`src/rtl/io_pkg.sv`:
```
// Shared types and constants for the host UART transmit path.
// Build option: define TX_WORD_MODE_EN for 32-bit FIFO entries sent as four
// little-endian bytes; otherwise entries are single bytes.
package io_pkg;

  typedef enum logic [1:0] {
    ST_IDLE,
    ST_START,
    ST_DATA,
    ST_STOP
  } tx_state_e;

  localparam int unsigned DEFAULT_CLK_PER_BIT = 868;
  localparam int unsigned UART_FRAME_BITS     = 10;
  localparam int unsigned UART_DATA_BITS      = UART_FRAME_BITS - 2;
  localparam int unsigned OUT_DATA_W          = 32;

`ifdef TX_WORD_MODE_EN
  localparam int unsigned BYTES_PER_ENTRY = 4;
`else
  localparam int unsigned BYTES_PER_ENTRY = 1;
`endif

  localparam int unsigned ENTRY_W = 8 * BYTES_PER_ENTRY;

endpackage

```
`src/rtl/uart_tx_out_if.sv`:
```
// Core-to-UART output handshake: payload, write strobe and FIFO-full back-pressure.
interface uart_tx_out_if;
  import io_pkg::*;

  logic [OUT_DATA_W-1:0] output_data;
  logic                  output_valid;
  logic                  output_busy;

  modport master (
    output output_data,
    output output_valid,
    input  output_busy
  );

  modport slave (
    input  output_data,
    input  output_valid,
    output output_busy
  );

endinterface

```
`src/rtl/tx_fifo.sv`:
```
// Output FIFO: power-of-two depth, wrapping pointers, count one bit wider
// than the pointers, registered full flag.
module tx_fifo #(
  parameter int unsigned WIDTH = 8,
  parameter int unsigned DEPTH = 16
) (
  input  logic                   clk,
  input  logic                   rst,
  input  logic                   push_i,
  input  logic [WIDTH-1:0]       wdata_i,
  input  logic                   pop_i,
  output logic [WIDTH-1:0]       rdata_c,
  output logic [$clog2(DEPTH):0] count_o,
  output logic                   full_o
);

  localparam int unsigned PTR_W = $clog2(DEPTH);
  localparam int unsigned CNT_W = PTR_W + 1;

  logic [WIDTH-1:0] mem_q [DEPTH];
  logic [PTR_W-1:0] wptr_q, wptr_d;
  logic [PTR_W-1:0] rptr_q, rptr_d;
  logic [CNT_W-1:0] count_q, count_d;
  logic             full_q, full_d;
  logic             do_push, do_pop;

  // Qualify requests against occupancy and compute next pointers/count.
  always_comb begin
    do_push = push_i && (count_q != CNT_W'(DEPTH));
    do_pop  = pop_i && (count_q != '0);
    wptr_d  = do_push ? wptr_q + PTR_W'(1) : wptr_q;
    rptr_d  = do_pop  ? rptr_q + PTR_W'(1) : rptr_q;
    count_d = count_q + CNT_W'(do_push) - CNT_W'(do_pop);
    full_d  = (count_d == CNT_W'(DEPTH));
  end

  // Pointer, count and full-flag registers.
  always_ff @(posedge clk) begin
    if (rst) begin
      wptr_q  <= '0;
      rptr_q  <= '0;
      count_q <= '0;
      full_q  <= 1'b0;
    end else begin
      wptr_q  <= wptr_d;
      rptr_q  <= rptr_d;
      count_q <= count_d;
      full_q  <= full_d;
    end
  end

  // Storage array; contents need no reset since count gates every read.
  always_ff @(posedge clk) begin
    if (do_push) begin
      mem_q[wptr_q] <= wdata_i;
    end
  end

  assign rdata_c = mem_q[rptr_q];
  assign count_o = count_q;
  assign full_o  = full_q;

endmodule

```
`src/rtl/uart_tx_out.sv`:
```
// Host UART transmitter: buffers core output words and sends them as 8N1
// frames on txd. Build option TX_WORD_MODE_EN sends each 32-bit entry as
// four bytes, low byte first; default sends output_data[7:0] per write.
module uart_tx_out
  import io_pkg::*;
#(
  parameter int unsigned CLK_PER_BIT = DEFAULT_CLK_PER_BIT,
  parameter int unsigned FIFO_DEPTH  = 16
) (
  input  logic         clk,
  input  logic         rst,
  uart_tx_out_if.slave out_if,
  output logic         txd,
  output logic         tx_idle,
  output logic [7:0]   sdata_debug
);

  localparam int unsigned       BAUD_W    = $clog2(CLK_PER_BIT);
  localparam int unsigned       CNT_W     = $clog2(FIFO_DEPTH) + 1;
  localparam logic [2:0]        LAST_BIT  = 3'(UART_DATA_BITS - 1);
  localparam logic [BAUD_W-1:0] BAUD_LAST = BAUD_W'(CLK_PER_BIT - 1);

  tx_state_e          state_q, state_d;
  logic [BAUD_W-1:0]  baud_q, baud_d;
  logic [2:0]         bit_q, bit_d;
  logic [7:0]         shift_q, shift_d;
  logic [ENTRY_W-1:0] word_q, word_d;
  logic               pend_q, pend_d;
  logic               txd_q, txd_d;
  logic               tx_idle_q, tx_idle_d;
  logic [7:0]         sdata_q, sdata_d;
`ifdef TX_WORD_MODE_EN
  logic [1:0]         idx_q, idx_d;
`endif

  logic               push_c, pop_c, start_c, baud_tick_c;
  logic [7:0]         next_byte_c;
  logic [ENTRY_W-1:0] fifo_wdata_c, fifo_rdata_c;
  logic [CNT_W-1:0]   fifo_count, count_nx_c;
  logic               fifo_full;

`ifdef TX_WORD_MODE_EN
  assign fifo_wdata_c = out_if.output_data;
`else
  logic unused_data_hi;
  assign fifo_wdata_c   = out_if.output_data[ENTRY_W-1:0];
  assign unused_data_hi = ^out_if.output_data[OUT_DATA_W-1:ENTRY_W];
`endif

  // Busy is the FIFO's registered full flag, so valid never reaches it combinationally.
  assign push_c             = out_if.output_valid && !out_if.output_busy;
  assign out_if.output_busy = fifo_full;

  tx_fifo #(
    .WIDTH (ENTRY_W),
    .DEPTH (FIFO_DEPTH)
  ) u_fifo (
    .clk     (clk),
    .rst     (rst),
    .push_i  (push_c),
    .wdata_i (fifo_wdata_c),
    .pop_i   (pop_c),
    .rdata_c (fifo_rdata_c),
    .count_o (fifo_count),
    .full_o  (fifo_full)
  );

  assign baud_tick_c = (baud_q == BAUD_LAST);

  // Serializer next-state, byte loader and registered-output values.
  always_comb begin
    state_d     = state_q;
    baud_d      = (state_q == ST_IDLE || baud_tick_c) ? '0 : baud_q + BAUD_W'(1);
    bit_d       = bit_q;
    shift_d     = shift_q;
    word_d      = word_q;
    pend_d      = pend_q;
    txd_d       = txd_q;
    sdata_d     = sdata_q;
    pop_c       = 1'b0;
    start_c     = 1'b0;
    next_byte_c = '0;
`ifdef TX_WORD_MODE_EN
    idx_d       = idx_q;
`endif

    case (state_q)
      ST_IDLE: begin
        if (pend_q) begin
          pend_d      = 1'b0;
          next_byte_c = word_q[7:0];
          start_c     = 1'b1;
`ifdef TX_WORD_MODE_EN
          idx_d       = '0;
`endif
        end else if (fifo_count != '0) begin
          pop_c  = 1'b1;
          word_d = fifo_rdata_c;
          pend_d = 1'b1;
        end
      end
      ST_START: begin
        if (baud_tick_c) begin
          state_d = ST_DATA;
          baud_d  = '0;
          bit_d   = '0;
          txd_d   = shift_q[0];
        end
      end
      ST_DATA: begin
        if (baud_tick_c) begin
          baud_d = '0;
          if (bit_q == LAST_BIT) begin
            state_d = ST_STOP;
            txd_d   = 1'b1;
          end else begin
            bit_d   = bit_q + 3'd1;
            shift_d = {1'b0, shift_q[7:1]};
            txd_d   = shift_q[1];
          end
        end
      end
      ST_STOP: begin
        if (baud_tick_c) begin
`ifdef TX_WORD_MODE_EN
          if (idx_q != 2'(BYTES_PER_ENTRY - 1)) begin
            idx_d       = idx_q + 2'd1;
            next_byte_c = 8'(word_q >> {idx_d, 3'b000});
            start_c     = 1'b1;
          end else
`endif
          if (fifo_count != '0) begin
            pop_c       = 1'b1;
            word_d      = fifo_rdata_c;
            next_byte_c = fifo_rdata_c[7:0];
            start_c     = 1'b1;
`ifdef TX_WORD_MODE_EN
            idx_d       = '0;
`endif
          end else begin
            state_d = ST_IDLE;
            baud_d  = '0;
            txd_d   = 1'b1;
          end
        end
      end
      default: begin
        state_d = ST_IDLE;
        txd_d   = 1'b1;
      end
    endcase

    if (start_c) begin
      state_d = ST_START;
      baud_d  = '0;
      shift_d = next_byte_c;
      sdata_d = next_byte_c;
      txd_d   = 1'b0;
    end

    count_nx_c = fifo_count + CNT_W'(push_c) - CNT_W'(pop_c);
    tx_idle_d  = (state_d == ST_IDLE) && (count_nx_c == '0) && !pend_d;
  end

  // Serializer state and output registers.
  always_ff @(posedge clk) begin
    if (rst) begin
      state_q   <= ST_IDLE;
      baud_q    <= '0;
      bit_q     <= '0;
      shift_q   <= '0;
      word_q    <= '0;
      pend_q    <= 1'b0;
      txd_q     <= 1'b1;
      tx_idle_q <= 1'b1;
      sdata_q   <= '0;
`ifdef TX_WORD_MODE_EN
      idx_q     <= '0;
`endif
    end else begin
      state_q   <= state_d;
      baud_q    <= baud_d;
      bit_q     <= bit_d;
      shift_q   <= shift_d;
      word_q    <= word_d;
      pend_q    <= pend_d;
      txd_q     <= txd_d;
      tx_idle_q <= tx_idle_d;
      sdata_q   <= sdata_d;
`ifdef TX_WORD_MODE_EN
      idx_q     <= idx_d;
`endif
    end
  end

  assign txd         = txd_q;
  assign tx_idle     = tx_idle_q;
  assign sdata_debug = sdata_q;

endmodule
```
`src/flat_wrapper.sv`:
```
// flat-port wrapper written by rule: the top's interface ports become plain ports
module uart_tx_out_flat import io_pkg::*;
#(
  parameter int unsigned CLK_PER_BIT = DEFAULT_CLK_PER_BIT,
  parameter int unsigned FIFO_DEPTH  = 16
)
  (clk, rst, txd, tx_idle, sdata_debug, out_if_output_data, out_if_output_valid, out_if_output_busy);
  uart_tx_out_if out_if_i ();
  input  logic clk;
  input  logic rst;
  output logic txd;
  output logic tx_idle;
  output logic [7:0] sdata_debug;
  input wire logic [$bits(out_if_i.output_data)-1:0] out_if_output_data;
  input wire logic [$bits(out_if_i.output_valid)-1:0] out_if_output_valid;
  output wire logic [$bits(out_if_i.output_busy)-1:0] out_if_output_busy;
  assign out_if_i.output_data = out_if_output_data;
  assign out_if_i.output_valid = out_if_output_valid;
  assign out_if_output_busy = out_if_i.output_busy;
  uart_tx_out #(.CLK_PER_BIT(CLK_PER_BIT), .FIFO_DEPTH(FIFO_DEPTH)) u_core (.clk(clk), .rst(rst), .out_if(out_if_i), .txd(txd), .tx_idle(tx_idle), .sdata_debug(sdata_debug));
endmodule
```
`config.mk`:
```
export PLATFORM = sky130hd
export DESIGN_NAME = uart_tx_out_flat
export DESIGN_NICKNAME = d
export VERILOG_FILES = /design/src/rtl/io_pkg.sv /design/src/rtl/uart_tx_out_if.sv /design/src/rtl/tx_fifo.sv /design/src/rtl/uart_tx_out.sv /design/src/flat_wrapper.sv
export SDC_FILE = /design/constraint.sdc
export NUM_CORES = 1
export LEC_CHECK = 0
export BUFFER_PORTS_ARGS = -buffer_cell sky130_fd_sc_hd__clkbuf_2
export CAP_MARGIN = 20
export CORE_MARGIN = 8
export CORE_UTILIZATION = 61
export CTS_BUF_LIST = sky130_fd_sc_hd__clkbuf_8 sky130_fd_sc_hd__clkbuf_16
export CTS_CLUSTER_DIAMETER = 60
export DETAILED_ROUTE_END_ITERATION = 8
export PLACE_DENSITY = 0.8
export SYNTH_ARGS = -nofsm -noshare
export SYNTH_HDL_FRONTEND = slang
export SYNTH_SLANG_ARGS = --single-unit
export TNS_END_PERCENT = 1
```
`constraint.sdc`:
```
create_clock -name clk -period 3.76 [get_ports clk]
set_input_delay 0.188 -clock clk [delete_from_list [all_inputs] [get_ports clk]]
set_output_delay 0.188 -clock clk [all_outputs]
set_load 0.02 [all_outputs]
```
-- Word level (Yosys, flattened, before mapping)
Memories as Yosys holds them, arrays and structs flattened. A register that Yosys moved wholly into a read port is not among the register bits.
Index checks and enable logic that the tools add are counted.
- add/subtract/negate cells: 8
- equal/unequal tests: 17
- mux-type cells: 46
- reduce and logical (&&, ||, !) cells: 23
- operators by type and width (kind ; number):
    8-bit two-way mux ; 10
    10-bit two-way mux ; 4
    8-bit one-hot mux with 2 select lines ; 2
    10-bit one-hot mux with 2 select lines ; 1
    1-bit two-way mux ; 13
    2-bit two-way mux ; 6
    10-bit by 1-bit adder with 10-bit output (second input constant) ; 1
    5-bit by 1-bit adder with 5-bit output ; 2
    10-bit == test (second input constant) ; 1
    5-bit by 1-bit subtractor with 5-bit output ; 2
    3-bit two-way mux ; 3
    3-bit by 1-bit inequality test with 1-bit output (second input constant) ; 3
    4-bit by 1-bit adder with 4-bit output (second input constant) ; 2
    4-bit two-way mux ; 2
    2-bit by 1-bit inequality test with 1-bit output (second input constant) ; 4
    2-bit nonzero test ; 4
    2-bit one-hot mux with 3 select lines ; 1
    3-bit one-hot mux with 2 select lines ; 1
    3-bit AND reduction ; 2
    5-bit == test (second input constant) ; 1
    1-bit logical AND ; 5
    5-bit zero test ; 1
    5-bit inequality test (second input constant) ; 1
    5-bit AND reduction ; 1
    other kinds (15) ; 21
- bits in registers: 56
- memory bits (writable): 128
- bits of input ports: 35
- output and inout bits: 11
- logic and storage cells: 108
- memories kept: 1
- memory list (name ; words ; bits a word ; rd ports ; clocked after Yosys merged registers in ; wr ports ; line ; text):
    u_core.u_fifo.mem_q ; 16 ; 8 ; 1 ; 1 ; 1 ; tx_fifo.sv:20 ; logic [WIDTH-1:0] mem_q [DEPTH];

-- Logic depth before layout (Yosys ltp)
- depth after elaboration: 8
- depth in mapped cells: 17
- depth with buffers taken out: 17

-- Modules after synthesis
A second synthesis with hierarchy kept.
- cells, all modules: 543
- area total of the unflattened synthesis: 8025.2 um^2
- modules (own cells, without submodules) (module ; times used ; cells an instance ; area an instance (um^2) ; sequential area each (um^2)):
    tx_fifo ; 1 ; 313 ; 5826.8 ; 4204.0
    uart_tx_out ; 1 ; 230 ; 2198.4 ; 840.8

-- Worst setup path after synthesis
OpenSTA, ideal clock, no wires.
- path type: register -> register
- start point: reg u_core.u_fifo.count_q[3] (netlist: u_core.u_fifo.count_o[3])
- end point: reg u_core.u_fifo.full_q (netlist: u_core.u_fifo.full_o)
- setup time: 0.116 ns
- data arrival time: 2.865 ns
- required time: 3.644 ns
- path slack: 0.779 ns
- cell stages (with the launch flop): 18
- buffers on the path: 1
- period minus slack after synthesis: 2.981 ns
- cell sequence: dfxtp_1 > inv_1 > ha_1 > nor4b_4 > or2b_4 > o21ai_1 > and2_1 > buf_2 > ha_1 > inv_1 > ha_1 > fa_1 > a21oi_1 > nor2_1 > nor2_1 > xor2_1 > nor2_1 > and4_1
- word-level cells in the longest chain between the ends: 7
- elaborated cells on any way between the ends: 11
- classes of those cells: add/sub (2); eq/ne (2); mux (4); reduce/logical (3)
- ends and longest elaborated chain (element ; line ; text):
    start: declaration ; tx_fifo.sv:23 ; logic [CNT_W-1:0] count_q, count_d;
    start signal: assignment ; tx_fifo.sv:47 ; count_q <= count_d;
    5-bit nonzero test (*) ; tx_fifo.sv:30, uart_tx_out.sv:96, uart_tx_out.sv:132 ;
    1-bit two-way mux ; uart_tx_out.sv:96, uart_tx_out.sv:132 ;
    1-bit two-way mux, on equally long branches ; uart_tx_out.sv:124, uart_tx_out.sv:89 ;
    1-bit one-hot mux with 2 select lines ; uart_tx_out.sv:87 ; case (state_q)
    1-bit logical AND (*) ; tx_fifo.sv:30 ; do_pop = pop_i && (count_q != '0);
    via u_core.u_fifo.do_pop ; tx_fifo.sv:25 ; logic do_push, do_pop;
    5-bit by 1-bit subtractor with 5-bit output (*) ; tx_fifo.sv:33 ; count_d = count_q + CNT_W'(do_push) - CNT_W'(do_pop);
    5-bit == test (*) ; tx_fifo.sv:34 ; full_d = (count_d == CNT_W'(DEPTH));
    end signal: assignment ; tx_fifo.sv:48 ; full_q <= full_d;
    end: declaration ; tx_fifo.sv:24 ; logic full_q, full_d;
The timed path passes the listed nets; every way through them passes the cells marked *.
A chain may end at the register's enable or synchronous reset.

-- Worst setup path after layout
- start point: reg u_core.state_q[0]
- end point: reg u_core.u_fifo.full_q (netlist: u_core.u_fifo.full_o)
- word-level cells in the longest chain between the ends: 5
- elaborated cells on any way between the ends: 6
- classes of those cells: add/sub (1); eq/ne (2); mux (1); reduce/logical (2)
- ends and longest elaborated chain (element ; line ; text):
    start: declaration ; uart_tx_out.sv:23 ; tx_state_e state_q, state_d;
    start signal: assignment ; uart_tx_out.sv:181 ; state_q <= state_d;
    2-bit == test or 2-bit zero test (tied branches) ; uart_tx_out.sv:87 ;
    1-bit one-hot mux with 2 select lines (*) ; uart_tx_out.sv:87 ;
    1-bit logical AND (*) ; tx_fifo.sv:30 ;
    5-bit by 1-bit subtractor with 5-bit output (*) ; tx_fifo.sv:33 ;
    5-bit == test (*) ; tx_fifo.sv:34 ;
Every way passes the cells marked *; elsewhere a longest branch is shown, timed or not.

==> impl_metrics.yaml <==
worst_hold_path:
  min_from: "out_if_output_data[3]"
  hold_class: "input port to register"
  min_path_cells: 1
  hold_end: "u_core.u_fifo.mem_q[2][3]"
detailed_routing:
  drc_errors: 0
  drt_iter0_drc: 442
  drt_wl_total_um: 15490
  ant_nets: 0
  post_drt_wl_per_cell_um: 20.35
  vias_per_cell: 6.183
  first_pass_iters: 5
  vias: 4705
synth:
  netlist_area_um2: 8024
  ys.flop_type: "edfxtp_1"
  synth_seq_cells: 188
  yosysTopAreaCellShare_pct: 47.90
  synth_top_family_by_area: "simple AND/OR/NAND/NOR gates"
  synth_adder_area_share_pct: 3.774
  yosys.area_share.xor_xnor_pct: 2.292
  synth_area_leader_cell: "edfxtp_1"
  synth.top_cells.by_area: "edfxtp_1, dfxtp_1, mux4_2"
  synthCells: 550
  synth.avg_cell_area_um2: 14.59
  synth_edf_count: 128
  synth_warnings: 0
  synth.cells.most_frequent: "edfxtp_1, dfxtp_1, nor2_1, mux4_2"
  synth_most_common_cell: "edfxtp_1"
  synthMuxAreaShare_pct: 9.605
  synth_seq_area_share_pct: 62.87
  ys_types: 56
  async_reset_ff_share_pct: 0
  synthSimpleGateAreaFrac_pct: 9.761
  syn-num-nets: 608
  synth-compound-area-share_pct: 8.654
finish:
  area_growth_pct: 10.59
  antenna_cells: 0
  final_cells: 761
  drive_gt1_share_pct: 21.03
  num-nets-final: 630
  utilization_pct: 68.09
  fill_cells: 888
  design_area_um2: 8874
clock_tree:
  clkSinkCount: 188
  cts_tree: "yes"
  clk_pin_slew_ns: 0.08
  postCtsSetupRepairBufs: 0
  clockBufferDepth: 2
  root_buffer: "clkbuf_16"
  numCtsBuffers: 17
  post_cts_resized: 0
  h-tree-depth: 4
  hold_buffers: 0
  clk_latency_ns: 0.44
timing:
  slew_viol_final: 0
  setup_ws_ns: 0.3942
  setup_violations: 0
  worst_slew_pin_slew_ns: 0.9379
  maxSlewHeadroom_pct: 37.24
  period_minus_slack_ns: 3.366
  fmax_mhz: 297.1
  finalHoldViolations: 0
  rsz0062_at_grt: "no"
  tns_ns: 0
  skew_ns: 0.01765
  period_share_pct: 89.52
flow_run:
  cap_violations: 0
worst_setup_path:
  path_max_fanout: 12
  critPathArrivalTime_ns: 3.70
  reg2reg_slack_ns: 0.39
  worstPathRequired_ns: 4.09
  rr_startpoint: "u_core.state_q[0]"
  r2r-end: "u_core.u_fifo.full_o"
  startpoint_type: "register"
  r2r_cells: 14
  criticalPathCategory: "register to register"
  critPathCaptureType: "register"
placement:
  place_ws_ns: 0.4256
  portBuffers: 21
  dp_hpwl_um: 10200
  finalWeightedCongestion: 0.7848
  placed_area_um2: 8245
  placedCellCount: 729
power:
  ir_worst_vdd_uv: 497.5
  p_leak_nw: 2.955
  p_per_area_nw_per_um2: 700.4
floorplanning:
  die-area_um2: 17080
  core_um2: 13030
  rows: 42
  die_y_um: 130.7
  initial_utilization_pct: 61.57
  io-pin-count: 46
  die_w_um: 130.7
status:
  status: "complete, no violations"
global_route:
  grt_pass1_wl_um: 24800
  grt_overflow_total: 0
  track_usage_pct: 19.43
  first_global_vias: 4747
  grt_max_degree: 34
  antenna_found_initial: 0
-- logic make-up after synthesis --
logic type      count (synthesis)
compound gates                 87
xor+xnor                       21
fa+ha+maj                      23
buf+inv                        46
flops                         188
mux                            37
simple gates                  148
-- per-stage QoR --
stage | power [mW] | hold WS (ns)
after CTS | 6.243 | 0.1341
final | 6.215 | 0.1476
after global routing | 6.511 | 0.1552
after global placement | 4.320 | 0.4440
after detailed placement | 4.411 | 0.4485
after floorplan | 4.047 | 0.2683
-- worst max-delay path by stage --
| stage | cells after the start | startpoint | slack (ns) | to |
|---|---|---|---|---|
| floorplan | 17 | u_core.u_fifo.count_o[3] | 0.78 | u_core.u_fifo.full_o |
| global placement | 16 | u_core.u_fifo.count_o[3] | 0.54 | u_core.u_fifo.full_o |
| detailed placement | 14 | u_core.state_q[0] | 0.43 | u_core.u_fifo.full_o |
| CTS | 16 | u_core.u_fifo.count_o[3] | 0.41 | u_core.u_fifo.full_o |
| global route | 14 | u_core.state_q[0] | 0.16 | u_core.u_fifo.full_o |
| finish | 14 | u_core.state_q[0] | 0.39 | u_core.u_fifo.full_o |
-- layout make-up --
type / count / area (um2) / share of cell area (%)
tap: 176 / 220.2 / 2.482
clock inverter: 15 / 202.7 / 2.284
timing repair buffer: 30 / 172.7 / 1.946
sequential: 188 / 5046 / 56.87
multi-input combinational: 316 / 2735 / 30.82
inverter: 19 / 71.32 / 0.8037
clock buffer: 17 / 425.4 / 4.794
-- worst max-delay path, stage by stage, from the launching register on --
cell,delay (ns)
dfxtp_1,0.37
inv_1,0.10
ha_1,0.49
nor2_1,0.42
and2_1,0.30
ha_1,0.15
inv_1,0.04
ha_1,0.20
fa_1,0.41
a21oi_1,0.18
nor2_1,0.05
nor2_1,0.11
xor2_1,0.15
nor2_1,0.06
and4_1,0.23
-- layout by cell type, fill, tap and decap left out, drive strengths merged, types with 3 or more instances in the layout --
cell | Yosys | final
or3 | 3 | 3
buf | 17 | 9
o22ai | 5 | 5
and2 | 6 | 6
nand3 | 15 | 15
a21o | 4 | 4
a221oi | 9 | 9
dfxtp | 60 | 60
nor3 | 22 | 22
ha | 21 | 21
nand2b | 9 | 9
nand4 | 4 | 4
a211oi | 10 | 10
mux2i | 5 | 5
a31oi | 5 | 5
inv | 18 | 27
nor3b | 5 | 5
nor4 | 3 | 3
o21ai | 11 | 11
xnor2 | 13 | 13
a21oi | 23 | 23
edfxtp | 128 | 128
xor2 | 8 | 8
clkbuf | 10 | 38
nor2b | 6 | 6
mux4 | 32 | 32
nor2 | 57 | 57
o221ai | 7 | 7
nand2 | 11 | 11
clkinv | 1 | 6
a22o | 7 | 7
-- report_power, final --
| group | leakage, nW | switching (mW) | internal [mW] |
|---|---|---|---|
| logic | 1.01 | 0.979 | 0.764 |
| clock network | 0.299 | 0.906 | 0.923 |
| registers | 1.65 | 0.206 | 2.44 |
-- metal layers --
metal	GRT usage, %	part of all wire, %	wire [um]	vias to the layer above
met3	4.748	4.8	749	26
met1	23.37	41	6394	2374
met5	0	0	0	-
met4	7.292	1.7	267	0
li1	-	-	-	2153
met2	33.28	52	8076	152
-- sequential cells by signal (all words and copies together), names as in the netlist, named ones only --
| name | flops |
|---|---|
| u_core.bit_q | 3 |
| u_core.tx_idle | 1 |
| u_core.baud_q | 10 |
| u_core.u_fifo.wptr_q | 4 |
| u_core.sdata_debug | 8 |
| u_core.shift_q | 8 |
| u_core.txd | 1 |
| u_core.u_fifo.full_o | 1 |
| u_core.word_q | 8 |
| u_core.pend_q | 1 |
| u_core.u_fifo.mem_q | 128 |
| u_core.state_q | 2 |
| u_core.u_fifo.rptr_q | 4 |
| u_core.u_fifo.count_o | 5 |
No activity file was read; power rests on OpenSTA's default activity.
